`config.mk`:
```
export PLATFORM = sky130hd
export DESIGN_NAME = flow_quantizer
export DESIGN_NICKNAME = d
export VERILOG_FILES = /design/src/rtl/flow_math_pkg.sv /design/src/rtl/flow_div_stage.sv /design/src/rtl/flow_quantizer.sv
export SDC_FILE = /design/constraint.sdc
export NUM_CORES = 2
export LEC_CHECK = 0
export CELL_PAD_IN_SITES_DETAIL_PLACEMENT = 1
export CELL_PAD_IN_SITES_GLOBAL_PLACEMENT = 1
export CORE_MARGIN = 2
export CORE_UTILIZATION = 40
export DETAILED_ROUTE_END_ITERATION = 8
export PLACE_DENSITY_LB_ADDON = 0.1
export SLEW_MARGIN = 10
export SYNTH_ARGS = -nofsm -noshare
export SYNTH_HDL_FRONTEND = slang
export SYNTH_SLANG_ARGS = --single-unit
```
`constraint.sdc`:
```
create_clock -name clk -period 33.5 [get_ports clk]
set_clock_uncertainty 0.15 [all_clocks]
set_input_delay 6.7 -clock clk [delete_from_list [all_inputs] [get_ports clk]]
set_output_delay 6.7 -clock clk [all_outputs]
set_load 0.05 [all_outputs]
```
`src/rtl/flow_math_pkg.sv`:
```
// flow_math_pkg: shared definitions for the flow_quantizer divider pipeline.
//   - Default widths and depth (lanes, numerator, denominator, stages).
//   - Saturation constants for the signed quotient.
//   - lane_res_t: per-lane state carried between divider stages.
//       quot : dividend/quotient shift register. In the last stage it holds
//              the signed result.
//       rem  : partial remainder.
//       neg  : numerator sign.
//       dz   : divide-by-zero flag.
//   - abs_mag: magnitude of a signed numerator on NUM_W unsigned bits.
//     The most negative numerator maps to 2^(NUM_W-1) without overflow.
// The struct is sized from the default widths, so the lane and denominator
// widths of flow_quantizer follow DEF_NUM_W / DEF_DEN_W.
package flow_math_pkg;

  localparam int DEF_N     = 2;
  localparam int DEF_NUM_W = 16;
  localparam int DEF_DEN_W = 10;
  localparam int DEF_PIPE  = 8;

  localparam logic signed [DEF_NUM_W-1:0] SAT_POS = {1'b0, {(DEF_NUM_W-1){1'b1}}};
  localparam logic signed [DEF_NUM_W-1:0] SAT_NEG = {1'b1, {(DEF_NUM_W-1){1'b0}}};

  typedef struct packed {
    logic [DEF_NUM_W-1:0] quot;
    logic [DEF_DEN_W-1:0] rem;
    logic                 neg;
    logic                 dz;
  } lane_res_t;

  function automatic logic [DEF_NUM_W-1:0] abs_mag(input logic [DEF_NUM_W-1:0] v);
    logic [DEF_NUM_W-1:0] m;
    if (v[DEF_NUM_W-1]) begin
      m = ~v + {{(DEF_NUM_W-1){1'b0}}, 1'b1};
    end else begin
      m = v;
    end
    return m;
  endfunction

endpackage

```
`src/rtl/flow_div_stage.sv`:
```
// flow_div_stage: one restoring-divider stage for one lane.
// Each stage retires BITS quotient bits and then registers the result.
// When LAST is set, the stage also formats the output before the register:
//   - optional rounding,
//   - sign application,
//   - saturation,
//   - divide-by-zero substitution.
// Optional feature: FLOW_QUANTIZER_ROUND_EN enables round-half-away-from-zero
// when i_round is set. Without it the stage always truncates.
// Ports:
//   clk, rst  : clock and asynchronous active-high reset.
//   i_en      : advance enable. When low, the stage holds its value.
//   i_lane    : lane state from the previous stage.
//   i_den     : lane divisor for this stage.
//   i_round   : rounding request carried with the beat.
//   o_lane    : registered lane state.
//   o_den     : registered divisor.
module flow_div_stage
  import flow_math_pkg::*;
#(
  parameter int NUM_W = DEF_NUM_W,
  parameter int DEN_W = DEF_DEN_W,
  parameter int BITS  = 2,
  parameter bit LAST  = 1'b0
) (
  input  logic             clk,
  input  logic             rst,
  input  logic             i_en,
  input  lane_res_t        i_lane,
  input  logic [DEN_W-1:0] i_den,
  input  logic             i_round,
  output lane_res_t        o_lane,
  output logic [DEN_W-1:0] o_den
);

  logic [DEN_W:0]   w_sh;
  logic [NUM_W-1:0] w_q;
  logic [DEN_W-1:0] w_r;
  logic             w_inc;
  logic [NUM_W:0]   w_qr;
  logic [NUM_W-1:0] w_fmt;
  lane_res_t        r_lane;
  logic [DEN_W-1:0] r_den;

  // Restoring division steps.
  // The remainder stays below the divisor, so the shifted value is below
  // 2*den. The difference therefore fits back into DEN_W bits.
  always_comb begin
    w_q  = i_lane.quot;
    w_r  = i_lane.rem;
    w_sh = {(DEN_W+1){1'b0}};
    for (int b = 0; b < BITS; b++) begin
      w_sh = {w_r, w_q[NUM_W-1]};
      w_q  = {w_q[NUM_W-2:0], 1'b0};
      if (w_sh >= {1'b0, i_den}) begin
        w_q[0] = 1'b1;
        w_r    = w_sh[DEN_W-1:0] - i_den;
      end else begin
        w_r    = w_sh[DEN_W-1:0];
      end
    end
  end

`ifdef FLOW_QUANTIZER_ROUND_EN
  // Round half away from zero on the magnitude when 2r >= den.
  always_comb begin
    if (i_round && ({w_r, 1'b0} >= {1'b0, i_den})) begin
      w_inc = 1'b1;
    end else begin
      w_inc = 1'b0;
    end
    w_qr = {1'b0, w_q} + {{NUM_W{1'b0}}, w_inc};
  end
`else
  logic w_unused_round;
  assign w_unused_round = i_round;

  // Truncation only: the magnitude passes straight through.
  always_comb begin
    w_inc = 1'b0;
    w_qr  = {w_inc, w_q};
  end
`endif

  // Apply the sign, then saturate. A divide-by-zero overrides both.
  // A negative magnitude never exceeds 2^(NUM_W-1), so plain negation is exact.
  always_comb begin
    if (i_lane.dz) begin
      w_fmt = i_lane.neg ? SAT_NEG : SAT_POS;
    end else if (i_lane.neg) begin
      w_fmt = ~w_qr[NUM_W-1:0] + {{(NUM_W-1){1'b0}}, 1'b1};
    end else if (w_qr > {1'b0, SAT_POS}) begin
      w_fmt = SAT_POS;
    end else begin
      w_fmt = w_qr[NUM_W-1:0];
    end
  end

  // Stage register. It holds its value while i_en is low.
  always_ff @(posedge clk or posedge rst) begin
    if (rst) begin
      r_lane <= '0;
      r_den  <= {DEN_W{1'b0}};
    end else if (i_en) begin
      r_lane.quot <= LAST ? w_fmt : w_q;
      r_lane.rem  <= w_r;
      r_lane.neg  <= i_lane.neg;
      r_lane.dz   <= i_lane.dz;
      r_den       <= i_den;
    end
  end

  assign o_lane = r_lane;
  assign o_den  = r_den;

endmodule

```
`src/rtl/flow_quantizer.sv`:
```
// flow_quantizer: N-lane pipelined signed divider/quantizer with
// valid/ready flow control.
// The design uses a global stall: the whole pipeline freezes while
// out_valid & ~out_ready.
// Optional feature: FLOW_QUANTIZER_ROUND_EN enables per-beat rounding
// selected by in_round. Without it the design truncates and ignores in_round.
// Ports:
//   clk, rst        : clock and asynchronous active-high reset.
//   in_valid        : input beat present (input).
//   in_ready        : input beat accepted (output).
//   in_data         : N signed numerators.
//   in_denom        : N unsigned divisors.
//   in_round        : 1 = round half away from zero, 0 = truncate.
//   in_eob, in_sob, in_sof : sideband carried with the beat.
//   out_valid       : result beat present (output).
//   out_ready       : downstream accepts the beat (input).
//   out_data        : N signed quotients.
//   out_dz          : per-lane divide-by-zero flags.
//   out_eob, out_sob, out_sof : sideband aligned with out_data.
module flow_quantizer
  import flow_math_pkg::*;
#(
  parameter int N     = DEF_N,
  parameter int NUM_W = DEF_NUM_W,
  parameter int DEN_W = DEF_DEN_W,
  parameter int PIPE  = DEF_PIPE
) (
  input  logic                    clk,
  input  logic                    rst,
  input  logic                    in_valid,
  output logic                    in_ready,
  input  logic signed [N*NUM_W-1:0] in_data,
  input  logic [N*DEN_W-1:0]      in_denom,
  input  logic                    in_round,
  input  logic                    in_eob,
  input  logic                    in_sob,
  input  logic                    in_sof,
  output logic                    out_valid,
  input  logic                    out_ready,
  output logic signed [N*NUM_W-1:0] out_data,
  output logic [N-1:0]            out_dz,
  output logic                    out_eob,
  output logic                    out_sob,
  output logic                    out_sof
);

  localparam int BITS = NUM_W / PIPE;

  logic [PIPE-1:0]  r_vld;
  logic [PIPE-1:0]  r_sof;
  logic [PIPE-1:0]  r_sob;
  logic [PIPE-1:0]  r_eob;
  logic             r_rst_done;
  logic             w_stall;
  logic             w_adv;
  logic             w_acc;
  logic [PIPE-1:0]  w_rnd_in;
  lane_res_t        w_res [N][PIPE];
  logic [DEN_W-1:0] w_den [N][PIPE];

  assign w_stall   = r_vld[PIPE-1] & ~out_ready;
  assign w_adv     = ~w_stall;
  assign in_ready  = r_rst_done & ~w_stall;
  assign w_acc     = in_valid & r_rst_done;
  assign out_valid = r_vld[PIPE-1];
  assign out_sof   = r_sof[PIPE-1];
  assign out_sob   = r_sob[PIPE-1];
  assign out_eob   = r_eob[PIPE-1];

  // Hold off input for one cycle after reset release.
  always_ff @(posedge clk or posedge rst) begin
    if (rst) begin
      r_rst_done <= 1'b0;
    end else begin
      r_rst_done <= 1'b1;
    end
  end

  // Valid and sideband shift register. It freezes while the output is stalled.
  // Sideband is gated so that bubbles never carry a marker.
  always_ff @(posedge clk or posedge rst) begin
    if (rst) begin
      r_vld <= {PIPE{1'b0}};
      r_sof <= {PIPE{1'b0}};
      r_sob <= {PIPE{1'b0}};
      r_eob <= {PIPE{1'b0}};
    end else if (w_adv) begin
      r_vld[0] <= w_acc;
      r_sof[0] <= w_acc & in_sof;
      r_sob[0] <= w_acc & in_sob;
      r_eob[0] <= w_acc & in_eob;
      for (int p = 1; p < PIPE; p++) begin
        r_vld[p] <= r_vld[p-1];
        r_sof[p] <= r_sof[p-1];
        r_sob[p] <= r_sob[p-1];
        r_eob[p] <= r_eob[p-1];
      end
    end
  end

`ifdef FLOW_QUANTIZER_ROUND_EN
  logic [PIPE-1:0] r_rnd;
  logic            w_unused_rnd;
  assign w_unused_rnd = r_rnd[PIPE-1];

  // Rounding-mode bit travelling in lockstep with the beat.
  always_ff @(posedge clk or posedge rst) begin
    if (rst) begin
      r_rnd <= {PIPE{1'b0}};
    end else if (w_adv) begin
      r_rnd[0] <= in_round;
      for (int p = 1; p < PIPE; p++) begin
        r_rnd[p] <= r_rnd[p-1];
      end
    end
  end

  // The rounding bit seen at the input of each stage.
  always_comb begin
    w_rnd_in[0] = in_round;
    for (int p = 1; p < PIPE; p++) begin
      w_rnd_in[p] = r_rnd[p-1];
    end
  end
`else
  logic w_unused_rnd;
  assign w_unused_rnd = in_round;
  assign w_rnd_in     = {PIPE{1'b0}};
`endif

  for (genvar l = 0; l < N; l++) begin : g_lane
    logic [NUM_W-1:0] w_num;
    logic [DEN_W-1:0] w_den0;
    lane_res_t        w_head;
    logic             w_unused_tail;

    assign w_num  = in_data[l*NUM_W +: NUM_W];
    assign w_den0 = in_denom[l*DEN_W +: DEN_W];
    assign w_head = '{quot: abs_mag(w_num),
                      rem:  {DEN_W{1'b0}},
                      neg:  w_num[NUM_W-1],
                      dz:   (w_den0 == {DEN_W{1'b0}})};

    assign out_data[l*NUM_W +: NUM_W] = w_res[l][PIPE-1].quot;
    assign out_dz[l]                  = w_res[l][PIPE-1].dz;
    assign w_unused_tail              = ^{w_res[l][PIPE-1].rem, w_den[l][PIPE-1]};

    for (genvar p = 0; p < PIPE; p++) begin : g_stage
      lane_res_t        w_in;
      logic [DEN_W-1:0] w_din;

      if (p == 0) begin : g_first
        assign w_in  = w_head;
        assign w_din = w_den0;
      end else begin : g_next
        assign w_in  = w_res[l][p-1];
        assign w_din = w_den[l][p-1];
      end

      flow_div_stage #(
        .NUM_W (NUM_W),
        .DEN_W (DEN_W),
        .BITS  (BITS),
        .LAST  (p == PIPE-1)
      ) u_stage (
        .clk     (clk),
        .rst     (rst),
        .i_en    (w_adv),
        .i_lane  (w_in),
        .i_den   (w_din),
        .i_round (w_rnd_in[p]),
        .o_lane  (w_res[l][p]),
        .o_den   (w_den[l][p])
      );
    end
  end

endmodule
```
## Word-level counts from Yosys, hierarchy flattened

Index checks and enable logic that the tools add are counted.
W data, S select, Z words.

- Register bits after elaboration: 599
- Input port bits: 60

- Muxes and demuxes: 72
- Add/subtract/negate cells: 34
- Bitwise logic cells: 12
- Reductions and logical operators: 2
- Order comparisons: 34

Operator list:

| kind | number |
|---|---|
| $ge A11 B10 Y1 | 30 |
| $mux W10 | 30 |
| $sub A10 B10 Y10 | 28 |
| $mux W16 | 10 |
| $add A16 B1 Y16 const B | 4 |
| $not A16 Y16 | 4 |
| $gt A16 B15 Y1 const B | 2 |
| $mux W1 | 32 |
| $ge A1 B10 Y1 | 2 |
| $logic_not A10 Y1 | 2 |
| $sub A1 B10 Y10 | 2 |
| $and A1 B1 Y1 | 6 |
| $not A1 Y1 | 2 |

## Logic depth before layout (Yosys ltp)

- Depth in word-level cells: 8
- Mapped depth: 26

## By module

From an unflattened synthesis, not the netlist that was laid out.

- Cells, all modules: 4292
- Area, all modules: 43750.7 um2

Modules (own cells, without submodules):

| module | area each (um2) | instances | sequential area each (um2) | cells an instance |
|---|---|---|---|---|
| flow_div_stage (g_lane[0].g_stage[4].u_stage ...) | 2501.1 | 7 | 950.9 | 241 |
| flow_div_stage (g_lane[0].g_stage[0].u_stage ...) | 2613.8 | 5 | 950.9 | 249 |
| flow_div_stage (g_lane[0].g_stage[7].u_stage ...) | 3055.4 | 2 | 950.9 | 351 |
| flow_div_stage (g_lane[1].g_stage[2].u_stage) | 2537.4 | 1 | 950.9 | 240 |
| flow_div_stage (g_lane[1].g_stage[6].u_stage) | 2523.7 | 1 | 950.9 | 240 |
| flow_quantizer | 2001.9 | 1 | 825.8 | 178 |

## Worst setup path after synthesis

OpenSTA, ideal clock, no wires.

- Kind: input port to output port
- Start: input port out_ready
- End: output port in_ready
- Required time: 26.650 ns
- Path buffers: 2
- Stages: 4
- Path slack: 18.791 ns
- Data arrival time: 7.859 ns
- Path through: nand2b_1 clkbuf_1 buf_1 and2_1

- Cells in the longest elaborated chain, start to end: 4

Ends and longest elaborated chain:

| item | line | source |
|---|---|---|
| from (decl) | flow_quantizer.sv:39 | `input logic out_ready,` |
| $not A1 Y1 | flow_quantizer.sv:61 | `assign w_stall = r_vld[PIPE-1] & ~out_ready;` |
| $and A1 B1 Y1 | flow_quantizer.sv:61 |  |
| $not A1 Y1 | flow_quantizer.sv:63 | `assign in_ready = r_rst_done & ~w_stall;` |
| $and A1 B1 Y1 | flow_quantizer.sv:63 |  |
| to (decl) | flow_quantizer.sv:31 | `output logic in_ready,` |

Every way passes these cells.

## Final worst setup path

Same ends and word-level chain as after synthesis.

==> results_dict.tcl <==
set metrics [dict create \
    fin_crit_sh_pct 45.8 \
    cp-start-kind "input pin" \
    final_antenna_net_count 0 \
    fp.dieW_um 316 \
    worstHoldPathType "flop to flop" \
    cts_htree_levels 3 \
    cts_tree "yes" \
    hold_viol 0 \
    worst_skew_pair.late_latency_ns 0.64 \
    synth_nets 4977 \
    endpoint_kind "output pin" \
    wire_per_inst_um 16.5 \
    run_status "complete, no violations" \
    grt_util_all_layers_pct 20.0 \
    max_freq_ghz 0.0651 \
    drt-initial-drc-count 1435 \
    synth_edf_count 0 \
    floorplan.rows 114 \
    cts_buffer_depth 3 \
    place.gp.congestion 0.838 \
    fill_cells 11500 \
    cts_made_buffers 75 \
    cp.arrival_ns 8.50 \
    post-cts-setup-buffers 0 \
    cp.required_ns 26.65 \
    coreArea_um2 96700 \
    ys_types 85 \
    maxSlewViolCount 0 \
    dpl.hpwl_um 72200 \
    grt_pass1_vias 33000 \
    final_nets 5003 \
    die_h_um 316 \
    multiInputGateArea_um2 22400 \
    setup_tns_ns 0 \
    relSlewSlack_pct 21.4 \
    antenna_cells 0 \
    clk_pin_slew_ns 0.06 \
    cts_hold_buf 0 \
    synth_seq_cells 599 \
    rsz0062_at_grt "false" \
    firstDrtPassIters 5 \
    vias 31600 \
    vias_per_cell 5.32 \
    drc 0 \
    netlist_top_cells_area "dfrtp_1 38%, ha_1 9.9%, nand2_1 9.6%, o21ai_0 4.3%, a21oi_1 3.6%" \
    period_minus_slack_ns 15.35 \
    yosys.area.top_type "dfrtp_1" \
    start_util_pct 40.4 \
    grt_overflow 0 \
    area_growth_pct 12.0 \
    synthFlopType "dfrtp_1" \
    setup_viol 0 \
    tightest_slew_ns 1.18 \
    antenna_found_initial 1 \
    clkSinkCount 599 \
    synth.cell_area_um2 39000 \
    grt_pass1_wl_um 167000 \
    ff_latch_area_um2 15000 \
    yosysWarnings 0 \
    post_cts_resized 0 \
    synth_top_area_share_pct 38.4 \
    totalWireLength_um 98000 \
    maxCapViolations 0 \
    crit_type "input pin to output pin" \
    syn_avg_cell_area_um2 8.53 \
    final_layout_size_suffix_gt1_share_pct 6.44 \
    portBuffers 97 \
    whs_ns 0.303 \
    syn_inst 4579 \
    yosysSeqAreaShare_pct 38.4 \
    cts_root_buf "clkbuf_16" \
    grt_start_max_net_pins 194 \
    pin_count 99 \
    path_max_fanout 4 \
    dieArea_um2 100000 \
    async_flop_share_pct 100 \
]
-- worst max-delay path, cell delays in order --
cell             delay (ns)
clkdlybuf4s50_1        0.53
nand2b_4               0.28
and2_1                 0.17
clkdlybuf4s50_1        0.80
-- synthesized netlist by cell type, drive strengths merged, types with 6 or more instances --
library cell,n
and4,11
a211oi,21
or4,7
or3,26
xor2,77
a311oi,15
mux2,97
mux2i,80
o2111ai,9
ha,310
nor2b,63
nor2,344
inv,268
buf,24
o31ai,40
nor3,69
o21bai,17
o21a,51
nor4,23
a21oi,282
o31a,18
o211ai,22
xnor2,133
a31oi,40
nand2b,41
clkbuf,158
nand3,50
o311ai,10
a21boi,6
o22ai,20
o221ai,6
and2,7
nand4,47
or2,16
o21ai,339
a221o,18
o41ai,13
nand2,997
fa,28
dfrtp,599
and3,27
a2111oi,6
a21o,72
-- cell type report --
| cell class | count | share of cell area [%] |
|---|---|---|
| timing repair buffer | 131 | 2.86 |
| multi-input combinational | 3529 | 51.2 |
| clock buffer | 98 | 4.72 |
| clock inverter | 36 | 0.999 |
| sequential | 599 | 34.3 |
| tap | 1276 | 3.65 |
| inverter | 269 | 2.33 |
-- cells by family after synthesis --
logic type / count (synthesis) / synth area share (%)
other: 1 / 0.00960
AND/OR/NAND/NOR: 1744 / 19.3
buffers and inverters: 451 / 4.40
flip-flops: 599 / 38.4
XOR/XNOR: 210 / 4.71
adder cells (fa/ha/maj): 338 / 11.4
multiplexers: 177 / 4.85
AO/OA/AOI/OAI: 1059 / 17.0
-- registers in the layout, indices dropped and copies added (netlist names) --
| name | flops |
|---|---|
| g_lane.g_stage.u_stage.o_den | 140 |
| r_vld | 8 |
| r_sof | 8 |
| r_rst_done | 1 |
| r_sob | 8 |
| g_lane.g_stage.u_stage.o_lane | 426 |
| r_eob | 8 |
-- per-stage QoR --
| stage | cell area [µm²] | util (%) | instances | worst slack, ns |
|---|---|---|---|---|
| 2_1_floorplan | 39000 | - | 4579 | 9.88 |
| 3_3_place_gp | 41200 | 42.6 | 5804 | 18.15 |
| 3_5_place_dp | 41200 | 42.6 | 5804 | 18.17 |
| 4_1_cts | 43700 | 45.2 | 5938 | 18.15 |
| 5_1_grt | 43700 | 45.2 | 5938 | 18.10 |
| 6_report | 43700 | 45.2 | 5938 | 18.15 |
-- path summary, 6_finish.rpt --
check,from,endpoint,slack (ns),cells past startpoint
hold reg to reg,r_vld[6],r_vld[7],0.30,1
setup reg to reg,g_lane[0].g_stage[6].u_stage.o_den[1],g_lane[0].g_stage[7].u_stage.o_lane[26],26.41,23
min in group asynchronous,rst,g_lane[1].g_stage[6].u_stage.o_lane[26],6.40,2
hold / removal,r_vld[6],r_vld[7],0.30,1
setup / recovery,out_ready,in_ready,18.15,4
max in group asynchronous,rst,g_lane[1].g_stage[2].u_stage.o_den[7],23.05,6
-- placed cells by master (no fill, tap or decap), drive strengths merged, types with 47 or more instances in the layout --
cell / netlist / routed
nand2: 997 / 997
dfrtp: 599 / 599
nor2: 344 / 344
o21ai: 339 / 339
ha: 310 / 310
a21oi: 282 / 282
inv: 268 / 271
xnor2: 133 / 133
clkbuf: 158 / 98
mux2: 97 / 97
clkdlybuf4s50: 0 / 97
mux2i: 80 / 80
xor2: 77 / 77
a21o: 72 / 72
nor3: 69 / 69
nor2b: 63 / 63
o21a: 51 / 51
nand3: 50 / 50
nand4: 47 / 47
-- layer usage --
metal  share of wire, %  global-route usage (%)
met1                 49                    27.8
met2                 47                    33.6
met3                2.1                    2.22
met4                1.4                    4.35
met5                  0                       0
Power is not shown: default switching activity piles up to over one toggle a cycle in this logic, so the estimate is an artifact.
